## src/rtl/toothless_pkg.sv

```systemverilog
// Shared LSU/decoder definitions: FSM states, data-type encodings and the
// lane helpers that turn a (type, offset) pair into byte enables and
// replicated store data.
package toothless_pkg;

  typedef enum logic [1:0] {
    LSU_IDLE,
    LSU_WAIT_GNT,
    LSU_WAIT_RVALID
  } lsu_state_e;

  localparam logic [1:0] DATA_TYPE_BYTE = 2'b00;
  localparam logic [1:0] DATA_TYPE_HALF = 2'b01;
  localparam logic [1:0] DATA_TYPE_WORD = 2'b10;

  // Half-words must be 2-byte aligned, words 4-byte aligned; type 11 is a word.
  function automatic logic is_misaligned(input logic [1:0] dtype, input logic [1:0] offset);
    case (dtype)
      DATA_TYPE_BYTE: is_misaligned = 1'b0;
      DATA_TYPE_HALF: is_misaligned = offset[0];
      default:        is_misaligned = (offset != 2'b00);
    endcase
  endfunction

  function automatic logic [3:0] byte_enable(input logic [1:0] dtype, input logic [1:0] offset);
    case (dtype)
      DATA_TYPE_BYTE: byte_enable = 4'b0001 << offset;
      DATA_TYPE_HALF: byte_enable = 4'b0011 << {offset[1], 1'b0};
      default:        byte_enable = 4'b1111;
    endcase
  endfunction

  // Replicate the store operand into every lane so the memory picks the
  // right one purely from the byte enables.
  function automatic logic [31:0] replicate_wdata(input logic [1:0] dtype, input logic [31:0] wdata);
    case (dtype)
      DATA_TYPE_BYTE: replicate_wdata = {4{wdata[7:0]}};
      DATA_TYPE_HALF: replicate_wdata = {2{wdata[15:0]}};
      default:        replicate_wdata = wdata;
    endcase
  endfunction

endpackage

```

## src/rtl/lsu_load_align.sv

```systemverilog
// Combinational load-data alignment: shifts the addressed bytes down to
// bit 0 and sign- or zero-extends sub-word loads.
module lsu_load_align
  import toothless_pkg::*;
#(
  parameter int DATA_WIDTH = 32
) (
  input  logic [DATA_WIDTH-1:0] i_rdata,
  input  logic [1:0]            i_offset,
  input  logic [1:0]            i_type,
  input  logic                  i_sign,
  output logic [DATA_WIDTH-1:0] o_result
);

  logic [DATA_WIDTH-1:0] w_shifted;

  assign w_shifted = i_rdata >> {i_offset, 3'b000};

  // Select and extend the addressed byte/half; words pass through (offset is 0).
  always_comb begin
    // NOTE: default assignment first so every path drives o_result and no latch is inferred.
    o_result = w_shifted;
    case (i_type)
      DATA_TYPE_BYTE: o_result = {{(DATA_WIDTH-8){i_sign & w_shifted[7]}}, w_shifted[7:0]};
      DATA_TYPE_HALF: o_result = {{(DATA_WIDTH-16){i_sign & w_shifted[15]}}, w_shifted[15:0]};
      default:        o_result = w_shifted;
    endcase
  end

endmodule

```

## src/rtl/load_store_unit.sv

```systemverilog
// RV32I load/store unit: accepts one core access at a time, runs a
// req/gnt/rvalid transaction on the data port and returns extended load data.
module load_store_unit
  import toothless_pkg::*;
#(
  parameter int DATA_WIDTH = 32
) (
  input  logic                  clk,
  input  logic                  rst_n,
  input  logic                  data_req_i,
  input  logic                  data_we_i,
  input  logic [1:0]            data_type_i,
  input  logic                  data_sign_ext_i,
  input  logic [DATA_WIDTH-1:0] addr_i,
  input  logic [DATA_WIDTH-1:0] wdata_i,
  output logic                  busy_o,
  output logic                  rvalid_o,
  output logic [DATA_WIDTH-1:0] rdata_o,
  output logic                  err_o,
  output logic                  misaligned_o,
  output logic                  mem_req_o,
  input  logic                  mem_gnt_i,
  output logic [DATA_WIDTH-1:0] mem_addr_o,
  output logic                  mem_we_o,
  output logic [3:0]            mem_be_o,
  output logic [DATA_WIDTH-1:0] mem_wdata_o,
  input  logic                  mem_rvalid_i,
  input  logic [DATA_WIDTH-1:0] mem_rdata_i,
  input  logic                  mem_err_i
);

  lsu_state_e            r_state;
  logic [1:0]            r_offset;
  logic [1:0]            r_type;
  logic                  r_sign;
  logic                  w_misaligned;
  logic [DATA_WIDTH-1:0] w_load_data;

  assign w_misaligned = is_misaligned(data_type_i, addr_i[1:0]);

  lsu_load_align #(.DATA_WIDTH(DATA_WIDTH)) u_load_align (
    .i_rdata  (mem_rdata_i),
    .i_offset (r_offset),
    .i_type   (r_type),
    .i_sign   (r_sign),
    .o_result (w_load_data)
  );

  // Transaction FSM; every output is a register updated here.
  always_ff @(posedge clk) begin
    if (!rst_n) begin
      // NOTE: non-blocking assignments for all state so every register samples pre-edge values.
      r_state      <= LSU_IDLE;
      r_offset     <= '0;
      r_type       <= '0;
      r_sign       <= 1'b0;
      busy_o       <= 1'b0;
      rvalid_o     <= 1'b0;
      rdata_o      <= '0;
      err_o        <= 1'b0;
      misaligned_o <= 1'b0;
      mem_req_o    <= 1'b0;
      mem_addr_o   <= '0;
      mem_we_o     <= 1'b0;
      mem_be_o     <= '0;
      mem_wdata_o  <= '0;
    end else begin
      // Status outputs are single-cycle pulses unless re-asserted below.
      rvalid_o     <= 1'b0;
      err_o        <= 1'b0;
      misaligned_o <= 1'b0;
      case (r_state)
        LSU_IDLE: begin
          if (data_req_i) begin
            if (w_misaligned) begin
              misaligned_o <= 1'b1;
            end else begin
              r_state     <= LSU_WAIT_GNT;
              busy_o      <= 1'b1;
              mem_req_o   <= 1'b1;
              mem_addr_o  <= {addr_i[DATA_WIDTH-1:2], 2'b00};
              mem_we_o    <= data_we_i;
              // Loads read the whole word, so byte enables only qualify stores.
              mem_be_o    <= data_we_i ? byte_enable(data_type_i, addr_i[1:0]) : 4'b0000;
              mem_wdata_o <= replicate_wdata(data_type_i, wdata_i);
              r_offset    <= addr_i[1:0];
              r_type      <= data_type_i;
              r_sign      <= data_sign_ext_i;
            end
          end
        end
        LSU_WAIT_GNT: begin
          // A simultaneous rvalid is a protocol violation and is dropped.
          if (mem_gnt_i) begin
            mem_req_o <= 1'b0;
            r_state   <= LSU_WAIT_RVALID;
          end
        end
        LSU_WAIT_RVALID: begin
          if (mem_rvalid_i) begin
            r_state  <= LSU_IDLE;
            busy_o   <= 1'b0;
            rvalid_o <= 1'b1;
            if (mem_err_i) begin
              err_o   <= 1'b1;
              rdata_o <= '0;
            end else if (!mem_we_o) begin
              rdata_o <= w_load_data;
            end
          end
        end
        default: r_state <= LSU_IDLE;
      endcase
    end
  end

endmodule

```

## config.mk

```make
export PLATFORM = sky130hd
export DESIGN_NAME = load_store_unit
export DESIGN_NICKNAME = d
export VERILOG_FILES = /design/src/rtl/toothless_pkg.sv /design/src/rtl/lsu_load_align.sv /design/src/rtl/load_store_unit.sv
export SDC_FILE = /design/constraint.sdc
export NUM_CORES = 1
export LEC_CHECK = 0
export ABC_AREA = 1
export CAP_MARGIN = 15
export CORE_UTILIZATION = 47
export DETAILED_ROUTE_END_ITERATION = 10
export PLACE_DENSITY = 0.83
export RECOVER_POWER = 100
export SETUP_SLACK_MARGIN = 0.1
export SYNTH_ARGS = -nofsm -noshare
export SYNTH_HDL_FRONTEND = slang
export SYNTH_HIERARCHICAL = 1
export SYNTH_SLANG_ARGS = --single-unit
```

## constraint.sdc

```tcl
create_clock -name clk -period 3.4 [get_ports clk]
set_input_delay 0.85 -clock clk [delete_from_list [all_inputs] [get_ports clk]]
set_output_delay 0.85 -clock clk [all_outputs]
set_load 0.03 [all_outputs]
```

==> out/metrics.csv <==
stage;metric;value;unit
outcome;status;completed;
die;die width;108;µm
layout;fin util;0.698;
power_and_ir_drop;power per cell area;438;mW/mm²
clock_tree;hold buffer count at cts;0;
die;Die ar.;0.0117;mm²
route;Iter 0 DRT Violations;300;
synth;Synth cell types;26;
clock_tree;# Post-CTS Setup Buffers;0;
sta;Worst Tran Pin Value;1140;ps
grt;first-pass GRT wire length;24200;µm
route;Residual DRC;0;
worst_hold_path;Min-Delay Path Class;flop to flop;
grt;GRT Total Usage;0.265;
grt;initial antenna violation count;0;
grt;number of global-route vias before repair;5106;
setup_path;Reg-to-Reg Start;r_offset[0]$_SDFFE_PN0P_;
layout;nets;1108;
power_and_ir_drop;worst vdd ir;0.248;mV
placed_design;detailed placement HPWL;11100;µm
die;I/O pin count;212;
synth;synth warn;6;
setup_path;FF-to-FF setup slack;1190;ps
layout;P&R area growth vs syn;43.7;%
setup_path;R2R depth;11;
layout;ANT cells;0;
job;MaxCap Viol Count;0;
setup_path;type of element launching the critical path;primary input;
placed_design;global placer's final weighted congestion;0.894;
grt;largest net degree at the start of global routing;65;
setup_path;WS Path Type;primary input to flop;
sta;skew final;9.60;ps
setup_path;Critical Path RT;3680;ps
setup_path;Worst Path Max Fanout;25;
synth;mapped cell area;0.00532;mm²
sta;Period minus WS final;2810;ps
route;drt pass-1 iters;5;
clock_tree;CTS clk-pin slew, worst paths;80;ps
clock_tree;CTS H-tree depth;3;
route;total number of vias;5693;
sta;Hold Vio Cnt, Final;0;
die;Die H;108;µm
layout;layout cells sized above 1;0.0397;
route;Via-to-Cell Ratio;4.96;
die;Core ar.;0.0109;mm²
setup_path;Worst setup endpoint;mem_wdata_o[24]$_SDFFE_PN0P_;
route;per-cell routed wire length;13.4;µm
placed_design;Port Buffers;209;
clock_tree;CTS tree;done;
sta;final worst slack;589;ps
setup_path;critical path capture point type;flop;
route;Detailed Route WL;15300;µm
setup_path;crit path DAT;3090;ps
sta;Final Max Tran Viols;0;
clock_tree;clk buf depth;2;
setup_path;worst reg2reg path endpoint;rdata_o[30]$_SDFFE_PN0P_;
sta;setup violators final;0;
sta;Tcrit/Tclk final;0.827;
die;row count;38;
clock_tree;worst skew pair latency;350;ps
clock_tree;clock root buffer;clkbuf_16;
power_and_ir_drop;Leak;0.00357;µW
clock_tree;CTS Buf Count;9;
sta;maximum clock frequency;356;MHz
synth;Seq/Total Area, Yosys;0.418;
synth;register bit count reported by yosys;111;
clock_tree;# resized after CTS;0;
setup_path;Critical Path Start;data_type_i[0];
synth;Syn Area/Cell;6.44;µm²
sta;RSZ-0062 raised after global routing;no;
grt;Remaining Overflow, GRT;0;
synth;post-synthesis cell count;825;
placed_design;worst slack, placed;629;ps
route;DRT antenna net count;0;
sta;setup TNS;0;ps
sta;Slew headroom;0.238;
die;Initial Utilization;0.486;
clock_tree;CTS Sinks;111;
==> stage by stage <==
step / power [µW] / std cells / hold slack, ps / area [µm²]
after floorplan: 1970 / 826 / 479 / 5320
final: 3350 / 1147 / 469 / 7640
after detailed placement: 2310 / 1131 / 462 / 7330
after global placement: 2300 / 1131 / 461 / 7330
after global routing: 3510 / 1147 / 486 / 7640
after CTS: 3400 / 1147 / 473 / 7650
==> area by class of cell <==
type	count	area (µm²)
flip-flops and latches	111	2220
well taps	140	175
multi-input cells	631	2630
repair buffers	220	2190
fillers	979	3300
clock buffers	9	225
clock inverters	7	86.3
inverters	29	109
==> sequential cells by signal, indices dropped and copies added (netlist names), 2 cells and up <==
register     cells
r_type           2
rdata_o         32
mem_addr_o      30
mem_be_o         4
mem_wdata_o     32
r_offset         2
r_state          2
==> report_power, final <==
part	switching [µW]	internal [µW]
clock	506	588
combinational	493	340
sequential	39.7	1380
==> per-layer routing <==
metal | global-route usage | vias to the layer above | routed length [µm]
li1 | - | 2931 | -
met4 | 0.0743 | 0 | 199
met3 | 0.0808 | 19 | 1330
met1 | 0.308 | 2541 | 6230
met2 | 0.469 | 202 | 7560
met5 | 0 | - | 0
==> placed cells by master, fill, tap and decap left out, types with 3 or more instances in the layout <==
cell type,instances
nand3_1,40
o21ai_0,29
a21oi_1,25
clkbuf_16,9
dfxtp_1,111
o21ai_1,42
dlygate4sd3_1,105
nand2_1,261
inv_1,24
inv_2,5
o211ai_1,4
nand2_2,3
buf_4,9
nor2_1,213
clkdlybuf4s50_1,103
==> cell usage after synthesis <==
| cell type | count | area, µm² |
|---|---|---|
| nand2_2 | 3 | 18.8 |
| nand3b_4 | 1 | 20.0 |
| a21oi_1 | 25 | 125 |
| o211ai_1 | 4 | 30.0 |
| nor3_1 | 1 | 5.00 |
| a21boi_0 | 2 | 15.0 |
| buf_6 | 12 | 135 |
| nor2_2 | 2 | 12.5 |
| nand3_1 | 39 | 195 |
| o21ai_1 | 42 | 210 |
| inv_2 | 6 | 22.5 |
| dfxtp_1 | 111 | 2220 |
| buf_2 | 16 | 80.1 |
| nor4_1 | 1 | 6.26 |
| conb_1 | 1 | 3.75 |
| o21ai_0 | 29 | 145 |
| buf_1 | 5 | 18.8 |
| nand3_2 | 3 | 30.0 |
| buf_4 | 10 | 75.1 |
| clkbuf_1 | 12 | 45.0 |
| inv_1 | 23 | 86.3 |
| nor2_1 | 212 | 796 |
| a22oi_1 | 2 | 15.0 |
| and2_1 | 1 | 6.26 |
| a21oi_4 | 1 | 16.3 |
| nand2_1 | 261 | 980 |
==> how the worst min path moves through the flow <==
stage | from | cells past startpoint | slack, ps | end
finish | mem_be_o[0]$_SDFFE_PN0P_ | 2 | 470 | mem_be_o[0]$_SDFFE_PN0P_
global route | mem_be_o[0]$_SDFFE_PN0P_ | 2 | 490 | mem_be_o[0]$_SDFFE_PN0P_
CTS | mem_be_o[0]$_SDFFE_PN0P_ | 2 | 470 | mem_be_o[0]$_SDFFE_PN0P_
detailed placement | mem_be_o[0]$_SDFFE_PN0P_ | 2 | 460 | mem_be_o[0]$_SDFFE_PN0P_
global placement | mem_wdata_o[6]$_SDFFE_PN0P_ | 2 | 460 | mem_wdata_o[6]$_SDFFE_PN0P_
floorplan | r_offset[0]$_SDFFE_PN0P_ | 2 | 480 | r_offset[0]$_SDFFE_PN0P_
==> cells by family after synthesis <==
kind of cell | after synthesis | share of synthesized area
simple gates | 524 | 0.389
compound gates | 105 | 0.105
buf+inv | 84 | 0.0871
other cells | 1 | 0.000706
flops | 111 | 0.418
==> worst max-delay path, cell delays in order <==
cell	delay, ps
clkdlybuf4s50_1	520
nor2_1	190
inv_2	90
nand2_2	110
nand2_2	130
inv_1	650
buf_4	310
o21ai_0	90
nor2_1	130
(Power assumes the default switching activity.)
